`config.mk`:
```
export PLATFORM = sky130hd
export DESIGN_NAME = mem_op_ctrl
export DESIGN_NICKNAME = d
export VERILOG_FILES = /design/src/rtl/mem_op_ctrl.sv
export SDC_FILE = /design/constraint.sdc
export NUM_CORES = 1
export LEC_CHECK = 0
export CORE_MARGIN = 10
export CORE_UTILIZATION = 40
export CTS_BUF_LIST = sky130_fd_sc_hd__clkbuf_2 sky130_fd_sc_hd__clkbuf_4 sky130_fd_sc_hd__clkbuf_8
export DETAILED_ROUTE_END_ITERATION = 8
export GPL_ROUTABILITY_DRIVEN = 1
export PLACE_DENSITY = 0.78
export SLEW_MARGIN = 25
export SYNTH_ARGS = -nofsm -noshare
export SYNTH_HDL_FRONTEND = slang
export SYNTH_SLANG_ARGS = --single-unit
```
`constraint.sdc`:
```
create_clock -name iClk -period 1.5 [get_ports iClk]
set_input_delay 0.3 -clock iClk [delete_from_list [all_inputs] [get_ports iClk]]
set_output_delay 0.3 -clock iClk [all_outputs]
set_load 0.005 [all_outputs]
```
`src/rtl/mem_op_ctrl.sv`:
```
// Memory-stage controller: one tMemOp at a time onto a req/ack data bus.
// Optional: MEM_MISALIGN_CHK_EN adds oMisalign and rejects misaligned ops.
package corePckg;

  typedef struct packed {
    logic        read;
    logic        write;
    logic [31:0] addr;
    logic [31:0] data;
    logic [2:0]  opType;
    logic [4:0]  rdAddr;
  } tMemOp;

endpackage

module mem_op_ctrl
  import corePckg::*;
#(
  parameter int pAckTimeout = 16
) (
  input  logic        iClk,
  input  logic        iRstn,
  input  tMemOp       iMemOp,
  input  logic        iOpValid,
  output logic        oOpReady,
  output logic        oBusReq,
  output logic        oBusWe,
  output logic [31:0] oBusAddr,
  output logic [31:0] oBusWData,
  output logic [3:0]  oBusBe,
  input  logic        iBusAck,
  input  logic [31:0] iBusRData,
  output logic        oWbValid,
  output logic [4:0]  oWbAddr,
  output logic [31:0] oWbData,
  output logic        oBusErr
`ifdef MEM_MISALIGN_CHK_EN
  ,
  output logic        oMisalign
`endif
);

  localparam int CW = $clog2(pAckTimeout + 1);

  localparam logic [1:0] IDLE   = 2'd0;
  localparam logic [1:0] ACCESS = 2'd1;
  localparam logic [1:0] WB     = 2'd2;

  logic [1:0]    state;
  logic [1:0]    nxt;
  logic [CW-1:0] cnt;

  logic          ld_q;
  logic [2:0]    typ_q;
  logic [1:0]    off_q;
  logic [4:0]    rd_q;

  logic          accept;
  logic          bus_op;
  logic          mis;
  logic          start;
  logic          ack;
  logic          last;
  logic          tout;
  logic          wb_fire;

  logic [3:0]    be_n;
  logic [31:0]   wd_n;
  logic [31:0]   sh;
  logic [31:0]   ext;

  assign accept = iOpValid & oOpReady;
  assign bus_op = iMemOp.read | iMemOp.write;

`ifdef MEM_MISALIGN_CHK_EN
  assign mis =
    ((iMemOp.opType[1:0] == 2'b01) &
     iMemOp.addr[0]) |
    (iMemOp.opType[1] &
     (|iMemOp.addr[1:0]));
`else
  assign mis = 1'b0;
`endif

  assign start   = accept & bus_op & ~mis;
  assign oBusReq = (state == ACCESS);
  assign ack     = oBusReq & iBusAck;
  assign last    = (cnt == CW'(pAckTimeout - 1));
  assign tout    = oBusReq & ~iBusAck & last;
  assign wb_fire = ack & ld_q & (rd_q != 5'd0);

  // store lanes are fixed at accept so the bus stays stable while req is high
  always_comb begin
    be_n = 4'b0000;
    wd_n = 32'h0;
    unique case (1'b1)
      (iMemOp.opType[1:0] == 2'b00): begin
        be_n = 4'b0001 << iMemOp.addr[1:0];
        wd_n = {4{iMemOp.data[7:0]}};
      end
      (iMemOp.opType[1:0] == 2'b01): begin
        be_n = 4'b0011 << {iMemOp.addr[1], 1'b0};
        wd_n = {2{iMemOp.data[15:0]}};
      end
      iMemOp.opType[1]: begin
        be_n = 4'b1111;
        wd_n = iMemOp.data;
      end
      default: ;
    endcase
  end

  always_comb begin
    sh  = 32'h0;
    ext = 32'h0;
    unique case (1'b1)
      (typ_q[1:0] == 2'b00): begin
        sh  = iBusRData >> {off_q, 3'b000};
        ext = {{24{~typ_q[2] & sh[7]}},
               sh[7:0]};
      end
      (typ_q[1:0] == 2'b01): begin
        sh  = iBusRData >> {off_q[1], 4'b0000};
        ext = {{16{~typ_q[2] & sh[15]}},
               sh[15:0]};
      end
      typ_q[1]: begin
        sh  = iBusRData;
        ext = sh;
      end
      default: ;
    endcase
  end

  always_comb begin
    nxt = state;
    unique case (state)
      IDLE: begin
        if (start) nxt = ACCESS;
      end
      ACCESS: begin
        if (ack) nxt = ld_q ? WB : IDLE;
        else if (last) nxt = IDLE;
      end
      WB:      nxt = IDLE;
      default: nxt = IDLE;
    endcase
  end

  always_ff @(posedge iClk) begin
    if (!iRstn) begin
      state     <= IDLE;
      oOpReady  <= 1'b0;
      cnt       <= '0;
      ld_q      <= 1'b0;
      typ_q     <= 3'b000;
      off_q     <= 2'b00;
      rd_q      <= 5'd0;
      oBusWe    <= 1'b0;
      oBusAddr  <= 32'h0;
      oBusWData <= 32'h0;
      oBusBe    <= 4'b0000;
      oWbValid  <= 1'b0;
      oWbAddr   <= 5'd0;
      oWbData   <= 32'h0;
      oBusErr   <= 1'b0;
    end else begin
      state    <= nxt;
      oOpReady <= (nxt == IDLE);
      oWbValid <= wb_fire;
      oBusErr  <= tout;
      if (start) begin
        ld_q      <= iMemOp.read;
        typ_q     <= iMemOp.opType;
        off_q     <= iMemOp.addr[1:0];
        rd_q      <= iMemOp.rdAddr;
        oBusWe    <= ~iMemOp.read;
        oBusAddr  <= {iMemOp.addr[31:2], 2'b00};
        oBusWData <= wd_n;
        oBusBe    <= be_n;
        cnt       <= '0;
      end else if (oBusReq & ~iBusAck) begin
        cnt <= cnt + 1'b1;
      end
      if (wb_fire) begin
        oWbAddr <= rd_q;
        oWbData <= ext;
      end
    end
  end

`ifdef MEM_MISALIGN_CHK_EN
  always_ff @(posedge iClk) begin
    if (!iRstn) oMisalign <= 1'b0;
    else oMisalign <= accept & bus_op & mis;
  end
`endif

endmodule

```
**Yosys cells after proc, flatten, opt, wreduce, memory -nomap -nowiden**

Index checks and enable logic that the tools add are counted.

- Register bits after elaboration: 125
- Output and inout port bits: 110
- Logic and storage cells: 52

- $add $sub $neg: 1
- Equality and inequality tests: 4
- Shift-type cells: 4
- Multiplexer cells: 8
- Bitwise logic cells: 14
- Reduce and logical (&&, ||, !) cells: 6

Operators with widths:

| kind | count |
|---|---|
| 32-bit case mux with 3 select lines | 2 |
| 32-bit by 5-bit >> shifter with 16-bit output | 1 |
| 32-bit by 5-bit >> shifter with 8-bit output | 1 |
| 4-bit case mux with 3 select lines | 1 |
| 1-bit AND | 9 |
| 2-bit logical NOT | 4 |
| 2-bit two-way mux | 4 |
| 2-bit by 1-bit equality test with 1-bit output (second input constant) | 3 |
| 5-bit by 1-bit adder with 5-bit output (second input constant) | 1 |
| 5-bit by 4-bit equality test with 1-bit output (second input constant) | 1 |
| 5-bit nonzero test | 1 |
| 1-bit NOT | 4 |
| 2-bit case mux with 2 select lines | 1 |
| 1-bit by 2-bit left shift with 4-bit output (first input constant) | 1 |
| 2-bit by 2-bit left shift with 4-bit output (first input constant) | 1 |
| 2-bit OR reduction | 1 |
| 1-bit OR | 1 |

**Depth between registers and ports, before layout**

Gate-level depths: netlist of run 1.

- Word-level depth: 5
- Gate-level depth with buffers: 7
- Depth with buffers taken out: 7

**Worst setup path before layout of run 1**

Ideal clock, no wire load.

- Kind: register to register
- Start point: register rd_q[1]
- End point: register oWbData[12]
- Setup time: 0.119 ns
- Arrival time: 1.435 ns
- Setup slack: -0.054 ns
- Stages on the path, launching flop included: 5
- Cells stage by stage: dfxtp_1 > or4_4 > o21a_4 > buf_6 > o221a_1

- Word-level cells in the longest chain between the ends: 2

RTL lines:

| element | RTL line | source |
|---|---|---|
| from (decl) | 56 | `logic [4:0] rd_q;` |
| from (signal assigned) | 176 | `rd_q <= iMemOp.rdAddr;` |
| 5-bit nonzero test | 90 | `assign wb_fire = ack & ld_q & (rd_q != 5'd0);` |
| 1-bit AND | 90 |  |
| to (signal assigned) | 187 | `oWbData <= ext;` |
| to (decl) | 35 | `output logic [31:0] oWbData,` |

No other way between the ends.
A chain may end at the register's enable or synchronous reset.

**Worst setup path after layout of run 1**

- Start point: register rd_q[1]
- End point: register oWbData[10]

Same word-level chain as after synthesis.

==> results.cfg, run 1 <==
[sta]
setup_slack_ps = -136.7
worst_slew_pin_slew_ps = 531.6
fin_worst_skew_ps = 11.91
slew_headroom_pct = 64.48
min_period_ps = 1637
hold_viol = 0
drv_slew = 0
final-setup-viol-count = 33
timing.fmax_mhz = 611.0
rsz0062_at_grt = yes
fin_crit_sh_pct = 109.1
whs_ps = 242.7
tns_ps = -2602

[routing]
ant_nets = 0
routed_wl_mm = 18.91
drtPass1Iterations = 5
drc = 0
vias = 5560
drt-initial-drc-count = 304
vias_per_cell = 5.265
post_drt_wl_per_cell_microns = 17.91

[final_layout]
fill_cells = 1162
area_growth_pct = 55.14
fin_area_sq_mm = 0.008343
final_nets = 980
layout_common_cells = 161 x nand2_1, 119 x dfxtp_1, 108 x clkdlybuf4s50_1, 107 x dlygate4sd2_1, 57 x a21boi_0
final_common_cell = nand2_1
drive_above_1_share_pct = 14.09
num_antenna_cells = 0
finalNonFillerCells = 1056

[logic_synthesis]
synth_cells = 625
yosys_warnings = 0
synth_area_sq_mm = 0.005378
synth-edff-count = 0
syn_avg_cell_area_sq_um = 8.604
synth_cell_types = 51
synth.yosys.seq_area_share_pct = 46.53
ys_async_sr_fraction_pct = 0
synth-seq-cells = 125
synth_ff_type = dfxtp_1

[global_route]
antenna_found_initial = 0
grt_pass1_vias = 5698
grt_usage_pct = 20.32
grt_pass1_wl_mm = 29.75
grt_max_degree = 49
gr-total-overflow = 0

[placement]
place_ws_ps = -387.3
portBuffers = 217
dp_hpwl_mm = 14.75
place_area_sq_mm = 0.008005
dp_cells = 1023
gp_congestion = 0.9165

[power]
p_leak_uw = 0.003801
p_per_area_mw_per_mm2 = 903.0
vdd_drop_max_uv = 621.7

[worst_setup_path]
arrival_ps = 1960
cp_slowest_cell = or4_4
reg2reg_from = rd_q[1]$_SDFFE_PN0P_
cp_max_fo = 20
worstReg2RegEnd = oWbData[10]$_SDFFE_PN0P_
path_buf_inv = 1
reg2regPathDepth = 4
path_delay_family = simple AND/OR/NAND/NOR gates
start_kind = register
worstPathCellList = or4_4 -> o21a_4 -> buf_12 -> o221a_2
slowest_delay_ps = 550
end_kind = register
crit_type = register to register
r2r_slack_ps = -140
required_ps = 1830

[clock_network]
htree_levels = 4
clk_latency_ps = 440
cts_sinks = 125
cts_buffers = 17
clk_pin_slew_worst_paths_ps = 70
cts_root_buf = clkbuf_8
tritoncts = done
clk_path_buf_depth = 2

[min_path]
hold_class = input port to register
holdPathEnd = oBusWe$_SDFFE_PN0P_
min_path_cells = 3
worstHoldStart = iRstn

[floorplanning]
core-area_sq_mm = 0.01319
die_w_microns = 136.0
row_count = 42
io_pins = 220
die_area_sq_mm = 0.01848
die_h_microns = 136.0
start_util_pct = 40.77

[outcome]
violations = negative setup slack
status = finished, violations left

[flow_run]
drv_cap = 0
==> per-stage QoR <==
stage / utilization, % / total power [uW]
after floorplan: - / 3994
after global placement: 60.69 / 4704
after detailed placement: 60.69 / 4738
after CTS: 62.71 / 7585
after global routing: 63.25 / 7861
final: 63.25 / 7534
==> final cells by class <==
class	instances	area [sq um]	share of cell area, %
Clock buffer	23	297.8	3.569
Clock inverter	8	90.09	1.080
Inverter	5	18.77	0.2250
Multi-Input combinational cell	445	2690	32.24
Sequential cell	125	2510	30.08
Tap cell	176	220.2	2.639
Timing Repair Buffer	274	2516	30.16
==> sequential cells by signal (all words and copies together), names as in the netlist, 2 cells and up <==
| signal | flops |
|---|---|
| cnt | 5 |
| off_q | 2 |
| oBusWData | 32 |
| typ_q | 3 |
| oWbData | 32 |
| oBusAddr | 30 |
| rd_q | 5 |
| state | 2 |
| oWbAddr | 5 |
| oBusBe | 4 |
==> synth_stat cells, drive strengths merged, types with 2 or more instances <==
library cell    n  area [sq um]
a31oi           3         18.77
a22oi           2         15.01
ha              2         25.02
and2            3         18.77
nor3b           2         20.02
clkbuf         32         122.6
nor2b           8         50.05
nand2         164         618.1
o221a           7         78.82
a2bb2oi         8         70.07
a21oi          37         188.9
o21a            2         22.52
dfxtp         125          2502
o211a          17         170.2
nor2            9         33.78
o21ai          47         246.5
and3            2         12.51
xor2            2         17.52
mux2i          28         280.3
inv             4         15.01
nand2b          2         12.51
buf            19         113.9
a21boi         60         450.4
o211ai          9         67.56
nand3          17         85.08
==> timing repair <==
action | 4_1_cts | 5_1_grt
hold endpoints to repair | 0 | 0
endpoints found under the setup margin | 141 | 40
setup buffers | 0 | 2
resized for setup | 127 | 20
hold buffers | 0 | 0
pin swaps | 0 | 6
==> cell families after synthesis <==
logic type                 synth area share, %
and+or+nand+nor                          16.54
buffers and inverters                    4.746
adders and majority gates               0.4653
DFF                                      46.53
other                                  0.06973
AOI/OAI and AO/OA                        25.31
xor gates and xnor gates                0.4887
muxes                                    5.840
==> worst reg2reg max path: cells and delay by family, from the launching register on <==
kind	cells	cell delay (ps)
DFF	1	320
AOI/OAI and AO/OA	2	500
and+or+nand+nor	1	550
buffers and inverters	1	150
==> metal layers <==
layer	global-route usage (%)	vias to the layer above	routed length, microns
li1	-	2661	-
met1	21.79	2631	7167
met2	34.18	230	9346
met3	8.524	38	1821
met4	9.231	0	572
met5	0	-	0
==> how the worst max path moves through the flow <==
stage | end | depth (start not counted) | start
floorplan | oWbData[12]$_SDFFE_PN0P_ | 4 | rd_q[1]$_SDFFE_PN0P_
global placement | oWbData[9]$_SDFFE_PN0P_ | 5 | iBusRData[31]
detailed placement | oWbData[13]$_SDFFE_PN0P_ | 5 | iBusRData[31]
CTS | oWbData[10]$_SDFFE_PN0P_ | 4 | rd_q[1]$_SDFFE_PN0P_
global route | oWbData[8]$_SDFFE_PN0P_ | 4 | rd_q[1]$_SDFFE_PN0P_
finish | oWbData[10]$_SDFFE_PN0P_ | 4 | rd_q[1]$_SDFFE_PN0P_
==> report_power, final <==
group / total, uW / switching, uW / internal [uW]
sequential: 3500 / 64.0 / 3430
combinational: 1100 / 491 / 614
clock: 2930 / 1290 / 1640
No activity file was read; power rests on OpenSTA's default activity.
==> inputs of run 2 (changes only) <==
CORE_ASPECT_RATIO = 0.6   (was not set)
==> run 2 against run 1 <==
Compared with the run above:
- the flow still finishes with violations (negative setup slack)
- routed wire length grew 3.1%
- count of clock-buffer cells in the layout shrank 5
- design area grew 0.75%
- final cell count shrank 1.1%
- die area grew 0.82%
- flip-flop and latch count is the same
- via count shrank 2.6%
- core utilization grew 1.3 points
- clock skew is essentially flat
- setup slack lost 35 ps
- sequential power is essentially flat
- critical endpoint is now oWbData[11]$_SDFFE_PN0P_
- largest cell class unchanged
- largest power group unchanged
==> results.cfg, run 2 (same netlist as run 1, synthesis figures left out) <==
[outcome]
status = finished, violations left
violations = negative setup slack

[worst_setup_path]
r2r_slack_ps = -170
worstPathCellList = or4_4 -> o21a_4 -> buf_12 -> o221a_2
arrival_ps = 1990
end_kind = register
crit_type = register to register
cp_max_fo = 24
slowest_delay_ps = 560
cp_slowest_cell = or4_4
required_ps = 1820
start_kind = register

[routing]
vias = 5418
drt-initial-drc-count = 362
drtPass1Iterations = 5
drc = 0
vias_per_cell = 5.190
post_drt_wl_per_cell_microns = 18.66
ant_nets = 0
routed_wl_mm = 19.49

[clock_network]
cts_setup_buffers = 0
cts_sinks = 125
clk_path_buf_depth = 2
tritoncts = done
cts_root_buf = clkbuf_8
cts_buffers = 17
htree_levels = 4
clk_pin_slew_worst_paths_ps = 80
clk_latency_ps = 430
cts_hold_buf = 0

[sta]
worst_slew_pin_slew_ps = 540.3
fin_worst_skew_ps = 12.32
slew_headroom_pct = 63.85
tns_ps = -4083
rsz0062_at_grt = yes
min_period_ps = 1671
setup_slack_ps = -171.2
hold_viol = 0
final-setup-viol-count = 38
drv_slew = 0
fin_crit_sh_pct = 111.4
timing.fmax_mhz = 598.4

[final_layout]
multi_input_area_sq_mm = 0.002673
num_antenna_cells = 0
seqCellArea_sq_mm = 0.002517
final_nets = 974
area_growth_pct = 56.31
fill_cells = 1127
final_common_cell = nand2_1
layout_common_cells = 162 x nand2_1, 113 x dfxtp_1, 109 x clkdlybuf4s50_1, 106 x dlygate4sd2_1, 57 x a21boi_0
fin_area_sq_mm = 0.008406
largestRegisters = oBusWData x32, oWbData x32, oBusAddr x30
drive_above_1_share_pct = 13.50
final_util_pct = 64.60

[floorplanning]
die_w_microns = 169.7
die_area_sq_mm = 0.01863
row_count = 32
core-area_sq_mm = 0.01301
die_h_microns = 109.8
io_pins = 220
start_util_pct = 41.33

[power]
vdd_drop_max_uv = 591.0
p_per_area_mw_per_mm2 = 937.4
power_uw = 7880
p_leak_uw = 0.003806

[placement]
dp_hpwl_mm = 14.97
gp_congestion = 0.8829
portBuffers = 217
place_ws_ps = -352.5
place_area_sq_mm = 0.008043

[flow_run]
drv_cap = 0

[global_route]
antenna_found_initial = 0
grt_pass1_vias = 5443
grt_max_degree = 50
grt_pass1_wl_mm = 29.82
gr-total-overflow = 0
grt_usage_pct = 20.26

[min_path]
hold_class = input port to register
-- run 2: cell count changes in the layout (fill, tap and decap cells not counted), sizes merged --
cell,change
buf,-6
bufinv,+2
clkbuf,-5
clkdlybuf4s50,+1
clkinv,-2
clkinvlp,+2
dlygate4sd2,-1
inv,+3
-- run 2: cell type report --
cell class | instances | area share, %
timing repair buffer | 268 | 30.31
clock inverter | 13 | 2.248
clock buffer | 18 | 2.947
sequential | 125 | 29.95
multi-input combinational | 445 | 31.80
tap | 170 | 2.531
inverter | 5 | 0.2233
-- run 2: worst max-delay path, delay by kind of cell, from the launching register on --
kind                   cells  cell delay [ps]
buffers and inverters      1              160
AND/OR/NAND/NOR            1              560
AO/OA/AOI/OAI              2              500
flip-flops                 1              330
-- run 2: what timing repair did --
action	CTS	global route
setup endpoints to repair	145	42
pin swaps	1	6
gates resized for setup	127	16
-- run 2: stage by stage --
stage / hold slack [ps] / cells
finish: 254.5 / 1044
global placement: 443.2 / 1013
floorplan: 437.9 / 626
global route: 240.7 / 1044
detailed placement: 443.5 / 1013
CTS: 221.5 / 1044
-- run 2: layer usage --
layer | vias up | track usage [%] | share of wire, %
li1 | 2635 | - | -
met1 | 2552 | 25.85 | 44
met2 | 211 | 30.92 | 44
met3 | 20 | 8.447 | 11
met4 | 0 | 5.736 | 1.1
met5 | - | 0 | 0
-- run 2: report_power, final --
group / switching [uW] / internal (uW) / leakage, uW
combinational: 496 / 625 / 0.00257
clock: 1400 / 1860 / 0.000216
sequential: 65.4 / 3430 / 0.00102
-- run 2: worst paths after layout --
kind,start,to,cells after the start
worst min register to register,oBusWe$_SDFFE_PN0P_,oBusWe$_SDFFE_PN0P_,2
worst max-delay path,rd_q[1]$_SDFFE_PN0P_,oWbData[11]$_SDFFE_PN0P_,4
worst min-delay path,iRstn,oWbData[23]$_SDFFE_PN0P_,3
worst max register to register,rd_q[1]$_SDFFE_PN0P_,oWbData[11]$_SDFFE_PN0P_,4
==> inputs of run 3 (changes only) <==
CAP_MARGIN = 15   (was not set)
PLACE_DENSITY = not set   (was 0.78)
PLACE_DENSITY_LB_ADDON = 0.05   (was not set)
==> run 3 against run 2 <==
Compared with the run above:
- the flow still finishes with violations (negative setup slack)
- combinational power about the same
- fmax down 0.73%
- register-to-register slack about the same
- sequential share of layout area down 0.55 points
- global-route usage down 0.15 points
- first-iteration DRC count up 5.0%
- die area unchanged
- sequential power about the same
- core utilization up 1.2 points
- count of clock-buffer cells in the layout up 2
- critical path depth unchanged
- clock skew down 0.57 ps
- critical path type unchanged
- critical endpoint unchanged
- largest cell class unchanged
==> results.cfg, run 3 (same netlist as run 1, synthesis figures left out) <==
[routing]
drtPass1Iterations = 5
drt-initial-drc-count = 380
routed_wl_mm = 19.43
post_drt_wl_per_cell_microns = 18.56
ant_nets = 0
vias = 5399
vias_per_cell = 5.157
drc = 0

[clock_network]
clk_latency_ps = 430
htree_levels = 4
cts_root_buf = clkbuf_8
cts_hold_buf = 0
cts_buffers = 17
clk_pin_slew_worst_paths_ps = 80
tritoncts = done
clk_path_buf_depth = 2
cts_sinks = 125

[final_layout]
area_growth_pct = 59.31
drive_above_1_share_pct = 16.19
layout_common_cells = 160 x nand2_1, 112 x dfxtp_1, 109 x clkdlybuf4s50_1, 106 x dlygate4sd2_1, 57 x a21boi_0
num_antenna_cells = 0
final_nets = 976
largestRegisters = oBusWData x32, oWbData x32, oBusAddr x30
final_common_cell = nand2_1

[power]
vdd_drop_max_uv = 551.7
p_int_uw = 5846
p_switching_uw = 1945
clock_power_share_pct = 40.8
p_leak_uw = 0.003837
p_seq_share_pct = 44.9
comb_power_share_pct = 14.3
p_per_area_mw_per_mm2 = 909.4
power_uw = 7791
swShare_pct = 24.96

[global_route]
grt_pass1_vias = 5429
antenna_found_initial = 0
grt_usage_pct = 20.11
grt_pass1_wl_mm = 29.66
grt_max_degree = 51
gr-total-overflow = 0

[worst_setup_path]
crit_type = register to register
cp_slowest_cell = or4_4
end_kind = register
arrival_ps = 2000
required_ps = 1820
cp_max_fo = 27
worstPathCellList = or4_4 -> o21a_4 -> buf_12 -> o221a_2
path_delay_family = simple AND/OR/NAND/NOR gates
start_kind = register
path_buf_inv = 1
slowest_delay_ps = 570

[sta]
setup_slack_ps = -183.5
rsz0062_at_grt = yes
hold_viol = 0
min_period_ps = 1684
timing.fmax_mhz = 594.0
final-setup-viol-count = 37
fin_crit_sh_pct = 112.2
slew_headroom_pct = 63.03
fin_worst_skew_ps = 11.76
drv_slew = 0
worst_slew_pin_slew_ps = 553.4

[floorplanning]
die_h_microns = 109.8
core-area_sq_mm = 0.01301
io_pins = 220
die_w_microns = 169.7
start_util_pct = 41.33
row_count = 32
die_area_sq_mm = 0.01863

[flow_run]
drv_cap = 0

[min_path]
hold_class = input port to register

[outcome]
status = finished, violations left
violations = negative setup slack

[placement]
gp_congestion = 0.8195
place_ws_ps = -648.3
portBuffers = 217
dp_hpwl_mm = 14.33
-- run 3: cell types whose count changed in the layout (fill, tap and decap cells not counted), moves of 2 or more --
cell | before | now
a21oi_1 | 36 | 23
a21oi_2 | 1 | 13
buf_4 | 40 | 38
buf_6 | 2 | 4
clkbuf_8 | 18 | 20
clkinv_4 | 2 | 4
nand2_1 | 162 | 160
o21ai_0 | 35 | 30
o21ai_1 | 8 | 14
o221a_2 | 3 | 1
o221a_4 | 1 | 3
-- run 3: worst paths after layout --
check | slack (ps) | end | startpoint | cells after the start
max | -180 | oWbData[11]$_SDFFE_PN0P_ | rd_q[2]$_SDFFE_PN0P_ | 4
min | 240 | oBusWe$_SDFFE_PN0P_ | iRstn | 3
max reg2reg | -180 | oWbData[11]$_SDFFE_PN0P_ | rd_q[2]$_SDFFE_PN0P_ | 4
min reg2reg | 450 | oBusWe$_SDFFE_PN0P_ | oBusWe$_SDFFE_PN0P_ | 2
-- run 3: worst register-to-register path: stages, from the launching register on --
cell and delay, ps:
dfxtp_2 320, or4_4 570, o21a_4 250, buf_12 160
o221a_2 280
-- run 3: power groups by stage --
stage / Sequential [uW] / Clock, uW / Combinational, uW
2_1_floorplan: 3570 / 0 / 419
3_3_place_gp: 3570 / 0 / 1140
3_5_place_dp: 3580 / 0 / 1160
4_1_cts: 3500 / 3250 / 1110
5_1_grt: 3510 / 3390 / 1210
6_report: 3500 / 3180 / 1120
-- run 3: layout make-up --
| type | instances | area [sq um] |
|---|---|---|
| sequential | 125 | 2519 |
| tap | 170 | 212.7 |
| clock inverter | 12 | 160.2 |
| timing repair buffer | 270 | 2603 |
| multi-input combinational | 445 | 2779 |
| clock buffer | 20 | 275.3 |
| inverter | 5 | 18.77 |
| fill | 1108 | 4446 |
-- run 3: per-stage QoR --
step | utilization [%] | instances | hold WS, ps | area, sq um | TNS [ps]
final | 65.84 | 1047 | 244.6 | 8567 | -4817
after detailed placement | 61.33 | 1008 | 439.1 | 7980 | -34420
after global placement | 61.33 | 1008 | 438.2 | 7980 | -28950
after floorplan | - | 626 | 437.9 | 5381 | -940.4
after CTS | 65.00 | 1045 | 220.5 | 8458 | -3934
after global routing | 65.84 | 1047 | 246.2 | 8567 | -5950
-- run 3: per-layer routing --
layer | wire length (microns) | GRT usage, %
met5 | 0 | 0
met3 | 1889 | 8.733
met2 | 8534 | 30.83
met4 | 164 | 4.988
met1 | 8845 | 25.60
-- run 3: timing repair --
item | in CTS | in global routing
hold endpoints to repair | 0 | 0
endpoints found under the setup margin | 146 | 42
gates resized for setup | 154 | 25
pin swaps | 8 | 4
cloned | 1 | 1
buffers inserted | 4 | 1
